$ cat src/rtl/dma_read_scheduler.sv
// Splits one host-memory read job into MRd requests bounded by the max read size and 4 KB
// pages, issues them one at a time to the TX engine and throttles on outstanding reads.
module dma_read_scheduler #(
  parameter int unsigned P_MAX_RD_DW       = 128,
  parameter int unsigned P_MAX_OUTSTANDING = 8,
  parameter int unsigned P_OUT_BITS        = 6
) (
  input  logic                  i_clk,
  input  logic                  i_rst,
  input  logic [31:0]           job_addr_i,
  input  logic [15:0]           job_len_dw_i,
  input  logic                  job_valid_i,
  output logic                  job_ready_o,
  output logic                  job_done_o,
  output logic [31:0]           dma_read_addr_o,
  output logic [9:0]            dma_read_len_o,
  output logic                  dma_read_valid_o,
  input  logic                  dma_read_done_i,
  input  logic [7:0]            current_tag_i,
  output logic [7:0]            issued_tag_o,
  output logic                  issued_tag_valid_o,
  input  logic                  cpl_release_i,
  output logic [P_OUT_BITS-1:0] outstanding_o,
  output logic                  err_release_o
);

  localparam logic [15:0]           MaxRdDw = 16'(P_MAX_RD_DW);
  localparam logic [P_OUT_BITS-1:0] MaxOut  = P_OUT_BITS'(P_MAX_OUTSTANDING);
  localparam logic [P_OUT_BITS-1:0] OutOne  = P_OUT_BITS'(1);

  typedef enum logic [2:0] {StIdle, StCalc, StIssue, StDrain, StDone} state_e;

  state_e                state_q;
  logic [31:0]           cur_addr_q;
  logic [15:0]           rem_dw_q;
  logic                  job_ready_q;
  logic                  job_done_q;
  logic [31:0]           addr_q;
  logic [9:0]            len_q;
  logic                  valid_q;
  logic [7:0]            issued_tag_q;
  logic                  issued_tag_valid_q;
  logic [P_OUT_BITS-1:0] out_q, out_d;
  logic                  err_q, err_d;

  logic [12:0] dist_dw;
  logic [15:0] chunk;
  logic [15:0] rem_after;
  logic        issue;
  logic        unused_bits;

  // DW remaining before the next 4 KB page boundary; always 1..1024 for a DW-aligned address.
  assign dist_dw   = (13'd4096 - {1'b0, cur_addr_q[11:0]}) >> 2;
  assign rem_after = rem_dw_q - {6'b0, len_q};
  assign issue     = (state_q == StIssue) && dma_read_done_i;

  always_comb begin
    chunk = rem_dw_q;
    if (chunk > MaxRdDw) chunk = MaxRdDw;
    if (chunk > {3'b0, dist_dw}) chunk = {3'b0, dist_dw};
  end

  // Issue and release in the same cycle cancel; a release with nothing outstanding is an error.
  always_comb begin
    out_d = out_q;
    err_d = err_q;
    if (issue && !cpl_release_i) begin
      out_d = out_q + OutOne;
    end else if (!issue && cpl_release_i) begin
      if (out_q == '0) err_d = 1'b1;
      else             out_d = out_q - OutOne;
    end
  end

  always_ff @(posedge i_clk) begin
    if (i_rst) begin
      state_q            <= StIdle;
      cur_addr_q         <= '0;
      rem_dw_q           <= '0;
      job_ready_q        <= 1'b1;
      job_done_q         <= 1'b0;
      addr_q             <= '0;
      len_q              <= '0;
      valid_q            <= 1'b0;
      issued_tag_q       <= '0;
      issued_tag_valid_q <= 1'b0;
      out_q              <= '0;
      err_q              <= 1'b0;
    end else begin
      issued_tag_valid_q <= 1'b0;
      job_done_q         <= 1'b0;
      out_q              <= out_d;
      err_q              <= err_d;
      unique case (state_q)
        StIdle: begin
          if (job_valid_i && job_ready_q) begin
            cur_addr_q  <= {job_addr_i[31:2], 2'b00};
            rem_dw_q    <= job_len_dw_i;
            job_ready_q <= 1'b0;
            state_q     <= (job_len_dw_i == '0) ? StDone : StCalc;
          end
        end
        StCalc: begin
          addr_q <= cur_addr_q;
          len_q  <= chunk[9:0];
          if (out_q < MaxOut) begin
            valid_q <= 1'b1;
            state_q <= StIssue;
          end
        end
        StIssue: begin
          if (dma_read_done_i) begin
            // Drop valid for a cycle so the engine never sees the same request twice.
            valid_q            <= 1'b0;
            issued_tag_q       <= current_tag_i - 8'd1;
            issued_tag_valid_q <= 1'b1;
            cur_addr_q         <= cur_addr_q + {20'b0, len_q, 2'b00};
            rem_dw_q           <= rem_after;
            state_q            <= (rem_after == '0) ? StDrain : StCalc;
          end
        end
        StDrain: begin
          if (out_q == '0) state_q <= StDone;
        end
        StDone: begin
          job_done_q  <= 1'b1;
          job_ready_q <= 1'b1;
          state_q     <= StIdle;
        end
        default: state_q <= StIdle;
      endcase
    end
  end

  assign unused_bits = ^{job_addr_i[1:0], chunk[15:10]};

  assign job_ready_o        = job_ready_q;
  assign job_done_o         = job_done_q;
  assign dma_read_addr_o    = addr_q;
  assign dma_read_len_o     = len_q;
  assign dma_read_valid_o   = valid_q;
  assign issued_tag_o       = issued_tag_q;
  assign issued_tag_valid_o = issued_tag_valid_q;
  assign outstanding_o      = out_q;
  assign err_release_o      = err_q;

endmodule
$ cat config.mk
export PLATFORM = sky130hd
export DESIGN_NAME = dma_read_scheduler
export DESIGN_NICKNAME = d
export VERILOG_FILES = /design/src/rtl/dma_read_scheduler.sv
export SDC_FILE = /design/constraint.sdc
export NUM_CORES = 1
export LEC_CHECK = 0
export BUFFER_PORTS_ARGS = -buffer_cell sky130_fd_sc_hd__buf_2
export CELL_PAD_IN_SITES_DETAIL_PLACEMENT = 0
export CELL_PAD_IN_SITES_GLOBAL_PLACEMENT = 1
export CORE_MARGIN = 2
export CORE_UTILIZATION = 44
export CTS_BUF_LIST = sky130_fd_sc_hd__clkbuf_16
export CTS_CLUSTER_DIAMETER = 80
export DETAILED_ROUTE_END_ITERATION = 8
export HOLD_SLACK_MARGIN = 0.05
export PLACE_DENSITY = 0.92
export SLEW_MARGIN = 15
export SYNTH_ARGS = -nofsm -noshare
export SYNTH_HDL_FRONTEND = slang
export SYNTH_SLANG_ARGS = --single-unit
$ cat constraint.sdc
create_clock -name i_clk -period 7.6 [get_ports i_clk]
set_clock_uncertainty 0.05 [all_clocks]
set_input_delay 1.14 -clock i_clk [delete_from_list [all_inputs] [get_ports i_clk]]
set_output_delay 1.14 -clock i_clk [all_outputs]
set_load 0.02 [all_outputs]
Word-level counts from Yosys, hierarchy flattened
Index checks and enable logic that the tools add are counted. Widths: inputs -> output; s select.

Flip-flop bits (word level): 112. Input port bits: 61. Output and inout bits: 61. Word-level logic and storage cells: 79.

Add/sub/neg operators: 6. Magnitude comparators: 3. Eq/ne operators: 9. Mux-type cells: 25. Bitwise logic cells: 2. Reduce and logical (&&, ||, !) cells: 22.

Operator list (count): $mux 32 (2); $pmux 32 s2 (1); $mux 16 (3); $add 32x12->32 (1); $logic_not 16->1 (2); $pmux 16 s2 (1); $mux 6 (3); $gt 16x11->1 (1); $gt 16x8->1 const B (1); $sub 16x10->16 (1); $mux 3 (5); $sub 13x12->13 const A (1); $pmux 3 s4 (1); $mux 10 (1); $ne 2x2->1 const B (5); $reduce_and 3->1 (3); $reduce_bool 2->1 (4); $sub 8x1->8 const B (1); $add 6x1->6 const B (1); $eq 3x2->1 const B (2); $logic_not 6->1 (1); $lt 6x4->1 const B (1); $reduce_and 2->1 (3); $sub 6x1->6 const B (1); 11 further kinds (21).

Longest topological paths before layout
Gate-level depths: netlist (run 1).

Depth in word-level cells: 6. Depth in mapped cells: 15. Mapped depth without buffers: 13.

Worst setup path after synthesis (run 1)
OpenSTA, ideal clock, no wires.

Path type: in2reg. From: input port dma_read_done_i. To: register out_q[5] (netlist: outstanding_o[5]). Library setup time: 0.132 ns. Arrival time: 3.177 ns. Required time: 7.418 ns. Path slack: 4.241 ns. Stages on the path: 13. Path buffers: 1. Path through: nand2_1 inv_1 clkbuf_1 ha_1 inv_1 ha_1 a21o_1 a21oi_1 o21bai_1 a21oi_1 xnor2_1 a21bo_2 a21oi_1.

Longest elaborated chain between the ends: 5. Elaborated cells between the ends (all ways): 8. Those cells by class: eq/ne (1); mux (1); reduce/logical (6).

RTL lines: from (decl) (RTL line 18) `input logic dma_read_done_i,`; $logic_and 1x1->1 * (RTL line 55) `assign issue = (state_q == StIssue) && dma_read_done_i;`; via issue (RTL line 49) `logic issue;`; $logic_not 1->1 (RTL line 69) `end else if (!issue && cpl_release_i) begin`; $logic_and 1x1->1 (RTL line 69); $reduce_bool 2->1 (no source line); $reduce_and 2->1 (no source line); to (signal assigned) (RTL line 92) `out_q <= out_d;`; to (decl) (RTL line 43) `logic [P_OUT_BITS-1:0] out_q, out_d;`.

Mark *: on every way through the listed nets, which the timed path passes. The rest lies on a longest branch. A chain may end at the register's enable or synchronous reset.

Worst setup path after layout (run 1)
From: register rem_dw_q[10]. To: register len_q[0] (netlist: dma_read_len_o[0]).

Longest elaborated chain between the ends: 4.

RTL lines: from (decl) (RTL line 35) `logic [15:0] rem_dw_q;`; from (signal assigned) (RTL line 98) `rem_dw_q <= job_len_dw_i;`; from (signal assigned) (RTL line 118) `rem_dw_q <= rem_after;`; $gt 16x8->1 (RTL line 59) `if (chunk > MaxRdDw) chunk = MaxRdDw;`; $mux 16 * (RTL line 59); $gt 16x11->1 (RTL line 60) `if (chunk > {3'b0, dist_dw}) chunk = {3'b0, dist_dw};`; $mux 10 * (RTL line 60); to (signal assigned) (RTL line 105) `len_q <= chunk[9:0];`; to (decl) (RTL line 39) `logic [9:0] len_q;`.

Every way passes the cells marked *; elsewhere a longest branch is shown, timed or not.

==> impl_metrics.ini, run 1 <==
[timing]
period_minus_slack_ns = 4.24
post-route-period-util_pct = 55.7
tightest_slew_ns = 1.17
rsz0062_at_grt = no
setup_viol_count_final = 0
timing.fmax_mhz = 236
hold_viol = 0
slew_headroom_pct = 21.8
finalMaxSlewViolations = 0
setup_tns_ns = 0

[cts]
clk_path_buf_depth = 2
post-cts-setup-buffers = 0
cts_resized = 0
cts_tree = done
path_clk_slew_ns = 0.07
cts_num_sinks = 108
insertion_delay_ns = 0.36
numCtsBuffers = 9
root_buffer = clkbuf_16
h-tree-depth = 3
cts_hold_buf = 0

[synthesis]
syn_area_um2 = 6640
synth_cells = 869
syn-mean-instance-area_um2 = 7.64
yosysTopAreaCell = dfxtp_1
yosysSeqAreaShare_pct = 32.6
ys.warnings.count = 0
synthTopCellsByArea = dfxtp_1 33%, ha_1 7.5%, nand2_1 7.1%, a21oi_1 6.7%, nor2_1 5.0%
yosysUniqueCellTypes = 66
yosys_register_bits = 108
yosys.area.top_type_share_pct = 32.6
synth_edf_count = 0
ys_async_sr_fraction_pct = 0
ys.flop_type = dfxtp_1

[hold_path]
hold_class = register to register

[place]
dp_hpwl_mm = 13.1
postPlaceCellArea_um2 = 7300
routabilityCongestion = 0.876
port_buffers = 117

[floorplanning]
core_area_um2 = 14600
die_w_um = 127
die_area_um2 = 16100
initial_core_util_pct = 45.3
die_height_um = 127
pin_count = 122
fp-row-count = 44

[drt]
routedWlPerCell_um = 16.2
drt-total-wl_mm = 18.5
via_per_inst = 5.72
drc = 0
final_antenna_net_count = 0
firstDrtPassIters = 5
drtIter0Drc = 465
via_count = 6515

[setup_path]
slowest_delay_ns = 0.92
crit_type = register to register
slowest_stage = a21oi_1
cp_cell_sequence = or3_1 -> nor3_1 -> and3_1 -> and2_1 -> ha_1 -> and3_1 -> o21ai_0 -> a21oi_1 -> a211oi_1 -> a21oi_1 -> mux2_2 -> a211oi_1
cp_num_buf_inv = 0
cp_top_family = simple AND/OR/NAND/NOR gates
cp_max_fo = 16
cp-end-kind = register
regToRegSetupSlack_ns = 3.36
worstPathRequired_ns = 7.83
worstPathArrival_ns = 4.47
cp-start-kind = register

[power_and_ir_drop]
p_seq_share_pct = 32.9
ir_drop_mv = 0.203
total_power_mw = 2.42
combPwrFrac_pct = 48.1
switching_share_pct = 43.5
p_leak_nw = 3.12
p_int_mw = 1.37
p_per_area_nw_per_um2 = 319
p_switching_mw = 1.05
clockPowerShare_pct = 19.0

[run_status]
status = finished clean

[layout]
fillers = 1492
nNetsFinal = 1054
num_antenna_cells = 0
design_area_um2 = 7580
fin_util_pct = 51.7
most-common-layout-cells = 125 x nand2_1, 116 x buf_2, 108 x dfxtp_1
final_common_cell = nand2_1
drive_above_1_share_pct = 16.0
area_delta_synth_final_pct = 14.1

[global_route]
antenna_found_initial = 0
gr-total-overflow = 0
gr-usage-all-layers_pct = 23.4
grt_pass1_vias = 6150
grt_pass1_wl_mm = 30.8
grt_max_degree = 74

[flow_run]
cap_violations = 0
layer usage:
| metal | global-route usage (%) | wire length (um) |
|---|---|---|
| met1 | 31.8 | 8870 |
| met4 | 6.79 | 292 |
| met5 | 0 | 0 |
| met3 | 5.23 | 1040 |
| met2 | 37.6 | 8260 |
flip-flops by register name, indices dropped and copies added (netlist names), 3 cells and up:
register,count
cur_addr_q,30
dma_read_addr_o,30
dma_read_len_o,10
issued_tag_o,8
outstanding_o,6
rem_dw_q,16
state_q,3
synthesized netlist by cell type (all sizes together) (8+ instances only):
master / number
a21oi: 89
o21ai: 25
a311oi: 11
xor2: 10
clkbuf: 51
inv: 24
o211ai: 8
a2111oi: 8
nand3: 20
ha: 40
dfxtp: 108
nor2: 88
nand2b: 8
and2: 11
nor3: 28
nor4: 16
xnor2: 19
a21o: 10
a211oi: 30
and3: 20
a31oi: 19
nand2: 125
logic make-up (layout without fill, tap and decap cells):
group / Yosys count / after routing / share of synthesized area [%]
adder cells (fa/ha/maj): 43 / 43 / 8.44
multiplexers: 4 / 4 / 0.659
buffers and inverters: 82 / 163 / 4.90
AO/OA/AOI/OAI: 243 / 243 / 23.6
flip-flops: 108 / 108 / 32.6
other: 1 / 5 / 0.0565
XOR/XNOR: 29 / 29 / 3.83
AND/OR/NAND/NOR: 359 / 359 / 25.9
power groups by stage:
stage / registers (mW) / logic [mW] / clock network (mW)
5_1_grt: 0.811 / 1.32 / 0.489
4_1_cts: 0.792 / 1.16 / 0.471
3_3_place_gp: 0.805 / 1.14 / 0
3_5_place_dp: 0.804 / 1.15 / 0
6_report: 0.796 / 1.16 / 0.460
2_1_floorplan: 0.808 / 0.858 / 0
final timing paths:
kind,end,cells past startpoint,from
worst min register to register,dma_read_addr_o[8],2,dma_read_addr_o[8]
worst max-delay path,dma_read_len_o[0],12,rem_dw_q[10]
worst max register to register,dma_read_len_o[0],12,rem_dw_q[10]
worst min-delay path,dma_read_addr_o[8],2,dma_read_addr_o[8]
per-stage QoR:
| stage | std cells | hold WS, ns | setup slack [ns] |
|---|---|---|---|
| after floorplan | 873 | 0.395 | 4.24 |
| after global placement | 1123 | 0.392 | 3.49 |
| after detailed placement | 1123 | 0.393 | 3.44 |
| after CTS | 1138 | 0.403 | 3.43 |
| after global routing | 1138 | 0.422 | 3.07 |
| final | 1138 | 0.400 | 3.36 |
tightest hold or removal path: stages, from the launching register on:
cell     delay (ns)
dfxtp_1        0.31
nand2_1        0.05
a21oi_1        0.05
area by class of cell:
type                            count  area (um2)  area share [%]
Tap cell                          184         230            3.04
Sequential cell                   108        2160            28.5
Inverter                           24        90.1            1.19
Clock inverter                      6        48.8           0.644
Timing Repair Buffer              124         641            8.45
Multi-Input combinational cell    683        4180            55.2
Clock buffer                        9         225            2.97
(Power assumes the default switching activity.)
==> run 2: changes to the inputs <==
--- a/config.mk
+++ b/config.mk
@@ -9,12 +9,12 @@
 export CELL_PAD_IN_SITES_DETAIL_PLACEMENT = 0
 export CELL_PAD_IN_SITES_GLOBAL_PLACEMENT = 1
 export CORE_MARGIN = 2
-export CORE_UTILIZATION = 44
+export CORE_UTILIZATION = 41
 export CTS_BUF_LIST = sky130_fd_sc_hd__clkbuf_16
 export CTS_CLUSTER_DIAMETER = 80
 export DETAILED_ROUTE_END_ITERATION = 8
 export HOLD_SLACK_MARGIN = 0.05
-export PLACE_DENSITY = 0.92
+export PLACE_DENSITY = 0.87
 export SLEW_MARGIN = 15
 export SYNTH_ARGS = -nofsm -noshare
 export SYNTH_HDL_FRONTEND = slang
==> constraint.sdc (replaced) <==
create_clock -name i_clk -period 3.9 [get_ports i_clk]
set_clock_uncertainty 0.05 [all_clocks]
set_input_delay 0.585 -clock i_clk [delete_from_list [all_inputs] [get_ports i_clk]]
set_output_delay 0.585 -clock i_clk [all_outputs]
set_load 0.02 [all_outputs]
==> impl_metrics.ini, run 2 (synthesized netlist as in run 1, its figures left out) <==
[run_status]
status = finished clean

[cts]
post-cts-setup-buffers = 0
cts_hold_buf = 0
root_buffer = clkbuf_16
insertion_delay_ns = 0.36
cts_tree = done
path_clk_slew_ns = 0.08
numCtsBuffers = 9
cts_num_sinks = 108
cts_resized = 0
h-tree-depth = 3
clk_path_buf_depth = 2

[drt]
drt-total-wl_mm = 18.9
via_per_inst = 5.61
drc = 0
drtIter0Drc = 519
firstDrtPassIters = 5
via_count = 6619
final_antenna_net_count = 0
routedWlPerCell_um = 16.0

[place]
port_buffers = 117
postPlaceCellArea_um2 = 7400
routabilityCongestion = 0.896
dp_hpwl_mm = 13.8

[layout]
fillers = 1661
most-common-layout-cells = 125 x nand2_1, 116 x buf_2, 108 x dfxtp_1
final_common_cell = nand2_1
drive_above_1_share_pct = 17.2
design_area_um2 = 7680
num_antenna_cells = 0
area_delta_synth_final_pct = 15.7
nNetsFinal = 1062

[timing]
rsz0062_at_grt = no
timing.fmax_mhz = 283
period_minus_slack_ns = 3.53
post-route-period-util_pct = 90.6
setup_tns_ns = 0
tightest_slew_ns = 0.860
slew_headroom_pct = 42.7
hold_viol = 0
finalMaxSlewViolations = 0
setup_viol_count_final = 0

[floorplanning]
initial_core_util_pct = 41.8
core_area_um2 = 15900
die_area_um2 = 17200
die_height_um = 131
fp-row-count = 46
die_w_um = 131
pin_count = 122

[setup_path]
slowest_stage = or3_1
cp_common_cell = a21oi_1
worstPathArrival_ns = 3.75
cp-end-kind = register
worstPathRequired_ns = 4.11
cp_top_family = simple AND/OR/NAND/NOR gates
cp_num_buf_inv = 1
slowest_delay_ns = 0.46
crit_type = register to register
cp_cell_sequence = or3_1 -> nor3_1 -> and3_1 -> and2_1 -> ha_1 -> a21o_1 -> a21oi_1 -> a21oi_1 -> a211oi_1 -> a21oi_1 -> buf_4 -> and3_1 -> nor4_1
cp_max_fo = 12
cp-start-kind = register

[global_route]
use_met1_pct = 30.2
gr-total-overflow = 0
use_met2_pct = 35.5
gr-usage-all-layers_pct = 22.0
busiest_layer = met2
grt_max_degree = 65
grt_pass1_wl_mm = 31.4
grtUsageMet3_pct = 5.13
grt_pass1_vias = 6191
antenna_found_initial = 1

[flow_run]
cap_violations = 0

[power_and_ir_drop]
p_switching_mw = 2.11
switching_share_pct = 44.4
p_seq_share_pct = 32.5
p_per_area_nw_per_um2 = 620
combPwrFrac_pct = 49.0
ir_drop_mv = 0.364
p_leak_nw = 3.16
clockPowerShare_pct = 18.5
p_int_mw = 2.65

[hold_path]
hold_class = input pin to register
run 2: changes by cell type in the layout (fill, tap and decap cells not counted):
cell       previous run  this run
clkinv_4              0         4
inv_6                 0         1
clkinv_1              3         1
clkinv_2              0         1
bufinv_16             1         0
buf_4                 8        16
inv_1                26        24
run 2: path summary, 6_finish.rpt:
| path | start | endpoint | slack [ns] | depth (start not counted) |
|---|---|---|---|---|
| min | current_tag_i[0] | issued_tag_o[0] | 0.39 | 2 |
| min reg2reg | dma_read_addr_o[8] | dma_read_addr_o[8] | 0.40 | 2 |
| max reg2reg | rem_dw_q[10] | dma_read_len_o[3] | 0.37 | 13 |
| max | rem_dw_q[10] | dma_read_len_o[3] | 0.37 | 13 |
run 2: power by group through the flow:
stage                     Clock, mW  Combinational [mW]  Sequential, mW
after floorplan                   0                1.67            1.57
after global placement            0                2.27            1.57
after detailed placement          0                2.31            1.57
after CTS                     0.912                2.33            1.54
after global routing          0.950                2.63            1.58
final                         0.880                2.34            1.55
run 2: per-stage QoR:
stage / hold slack, ns / utilization, % / std cells / power [mW] / worst slack, ns
finish: 0.386 / 48.4 / 1179 / 4.76 / 0.365
CTS: 0.370 / 48.4 / 1179 / 4.78 / 0.346
global route: 0.385 / 48.4 / 1179 / 5.16 / 0.00439
global placement: 0.392 / 46.6 / 1163 / 3.84 / 0.446
floorplan: 0.395 / - / 873 / 3.25 / 0.770
detailed placement: 0.394 / 46.6 / 1163 / 3.88 / 0.379
run 2: metal layers:
metal | share of wire [%] | up-vias | routed length, um
li1 | - | 3304 | -
met1 | 47 | 3120 | 8970
met2 | 46 | 179 | 8690
met3 | 5.5 | 14 | 1050
met4 | 1.1 | 2 | 201
met5 | 0.037 | - | 7
run 2: layout make-up:
| class | count | area (um2) | area share (%) |
|---|---|---|---|
| Inverter | 24 | 90.1 | 1.17 |
| Timing Repair Buffer | 132 | 701 | 9.12 |
| Clock buffer | 9 | 225 | 2.93 |
| Sequential cell | 108 | 2160 | 28.1 |
| Tap cell | 216 | 270 | 3.52 |
| Multi-Input combinational cell | 683 | 4180 | 54.4 |
| Clock inverter | 7 | 52.6 | 0.684 |
==> run 3: changes to the inputs <==
--- a/config.mk
+++ b/config.mk
@@ -5,16 +5,17 @@
 export SDC_FILE = /design/constraint.sdc
 export NUM_CORES = 1
 export LEC_CHECK = 0
+export ABC_AREA = 1
 export BUFFER_PORTS_ARGS = -buffer_cell sky130_fd_sc_hd__buf_2
 export CELL_PAD_IN_SITES_DETAIL_PLACEMENT = 0
 export CELL_PAD_IN_SITES_GLOBAL_PLACEMENT = 1
 export CORE_MARGIN = 2
-export CORE_UTILIZATION = 41
+export CORE_UTILIZATION = 40
 export CTS_BUF_LIST = sky130_fd_sc_hd__clkbuf_16
 export CTS_CLUSTER_DIAMETER = 80
 export DETAILED_ROUTE_END_ITERATION = 8
 export HOLD_SLACK_MARGIN = 0.05
-export PLACE_DENSITY = 0.87
+export PLACE_DENSITY = 0.86
 export SLEW_MARGIN = 15
 export SYNTH_ARGS = -nofsm -noshare
 export SYNTH_HDL_FRONTEND = slang
==> impl_metrics.ini, run 3 <==
[synthesis]
ys.warnings.count = 0
yosysUniqueCellTypes = 52
syn_area_um2 = 7160
yosys.area.top_type_share_pct = 30.2
ys.flop_type = dfxtp_1
yosysMostFrequentCell = nand2_1
yosysTopAreaCell = dfxtp_1
synth_cells = 1066
ys_async_sr_fraction_pct = 0
yosys_register_bits = 108
yosysSeqAreaShare_pct = 30.2
syn-mean-instance-area_um2 = 6.71
synth_commonest_cells = 238 x nand2_1, 108 x dfxtp_1, 106 x inv_1, 91 x nor2_1, 88 x a21oi_1
synthTopCellsByArea = dfxtp_1 30%, nand2_1 12%, ha_1 7.0%, a21oi_1 6.2%, o21ai_0 5.9%
synth_edf_count = 0

[cts]
cts_num_sinks = 108
root_buffer = clkbuf_16
clk_path_buf_depth = 2
path_clk_slew_ns = 0.08
insertion_delay_ns = 0.36
h-tree-depth = 3
cts_resized = 0
cts_hold_buf = 0
numCtsBuffers = 9
cts_tree = done
post-cts-setup-buffers = 0

[run_status]
status = finished clean

[setup_path]
worstPathArrival_ns = 3.12
cp-end-kind = register
cp-start-kind = register
cp_max_fo = 10
reg2reg_depth = 19
worstPathRequired_ns = 4.07
crit_type = register to register

[timing]
finalMaxSlewViolations = 0
setup_tns_ns = 0
period_minus_slack_ns = 2.95
tightest_slew_ns = 1.10
setup_slack_ns = 0.949
fin_hold_ws_ns = 0.367
rsz0062_at_grt = no
post-route-period-util_pct = 75.7
hold_viol = 0
setup_viol_count_final = 0
slew_headroom_pct = 26.2
timing.fmax_mhz = 339

[layout]
most-common-layout-cells = 238 x nand2_1, 117 x buf_2, 108 x dfxtp_1
drive_above_1_share_pct = 16.4
num_antenna_cells = 0
area_delta_synth_final_pct = 14.1
nNetsFinal = 1265
final_common_cell = nand2_1
fin_util_pct = 46.9

[power_and_ir_drop]
combPwrFrac_pct = 59.8
p_seq_share_pct = 26.7
ir_drop_mv = 0.397
p_per_area_nw_per_um2 = 860
total_power_mw = 7.03
p_leak_nw = 3.82
switching_share_pct = 51.3
p_int_mw = 3.42
p_switching_mw = 3.61
clockPowerShare_pct = 13.5

[place]
pre_cts_ws_ns = 0.982
port_buffers = 117
routabilityCongestion = 0.888
dp_hpwl_mm = 15.4

[floorplanning]
die_area_um2 = 19000
core_area_um2 = 17400
initial_core_util_pct = 41.1
pin_count = 122
die_height_um = 138
fp-row-count = 48
die_w_um = 138

[hold_path]
whs_path_depth = 2
hold_class = input pin to register

[drt]
drc = 0
firstDrtPassIters = 5
final_antenna_net_count = 0
via_per_inst = 5.22
drt-total-wl_mm = 20.6
via_count = 7259
drtIter0Drc = 373
routedWlPerCell_um = 14.8

[global_route]
antenna_found_initial = 0
gr-usage-all-layers_pct = 22.1
gr-total-overflow = 0
grt_max_degree = 73
grt_pass1_vias = 6818
grt_pass1_wl_mm = 33.3

[flow_run]
cap_violations = 0
run 3: stage by stage:
step                instances  instance area [um2]
finish                   1391                 8170
global route             1391                 8170
CTS                      1391                 8170
detailed placement       1375                 7870
global placement         1375                 7870
floorplan                1070                 7170
run 3: power by group through the flow:
stage	logic (mW)	registers, mW	clock network, mW
2_1_floorplan	2.97	2.05	0
6_report	4.20	1.88	0.951
3_5_place_dp	4.17	1.89	0
4_1_cts	4.19	1.87	0.974
3_3_place_gp	4.13	1.89	0
5_1_grt	4.76	1.93	1.01
run 3: kinds of logic (layout without fill, tap and decap cells):
group                    after synthesis  count (layout)  synth area share (%)
AO/OA/AOI/OAI                        235             235                  18.6
flip-flops                           108             108                  30.2
adder cells (fa/ha/maj)               43              43                  7.83
other                                  1               5                0.0524
XOR/XNOR                              26              26                  3.18
buffers and inverters                159             255                  9.16
AND/OR/NAND/NOR                      494             494                  31.0
run 3: final cells by class:
cell class / instances / area, um2
clock buffers: 9 / 225
clock inverters: 7 / 75.1
fillers: 1866 / 9250
inverters: 117 / 439
multi-input cells: 803 / 4360
flip-flops and latches: 108 / 2160
well taps: 225 / 282
repair buffers: 122 / 623
run 3: path summary, 6_finish.rpt:
check | to | slack, ns | from
worst max register to register | dma_read_len_o[4] | 0.95 | rem_dw_q[10]
worst min register to register | dma_read_valid_o | 0.42 | dma_read_valid_o
worst max-delay path | dma_read_len_o[4] | 0.95 | rem_dw_q[10]
worst min-delay path | issued_tag_o[0] | 0.37 | current_tag_i[0]
run 3: routing by layer:
layer	routed length, um	global-route usage, %
met3	775	2.32
met5	0	0
met4	374	6.86
met1	9670	29.2
met2	9770	38.0
run 3: critical path, cell delays in order, from the launching register on:
cell	delay [ns]
dfxtp_1	0.46
inv_2	0.07
nand2_1	0.09
inv_1	0.06
nand2_1	0.07
nor2_2	0.07
inv_2	0.07
nor2_4	0.04
a21oi_4	0.22
inv_2	0.07
nand2_1	0.09
inv_1	0.05
ha_1	0.26
nand2_1	0.06
nor2_1	0.13
nand3_1	0.29
nand2_1	0.36
o21ai_0	0.14
nand3_1	0.09
a21oi_1	0.06
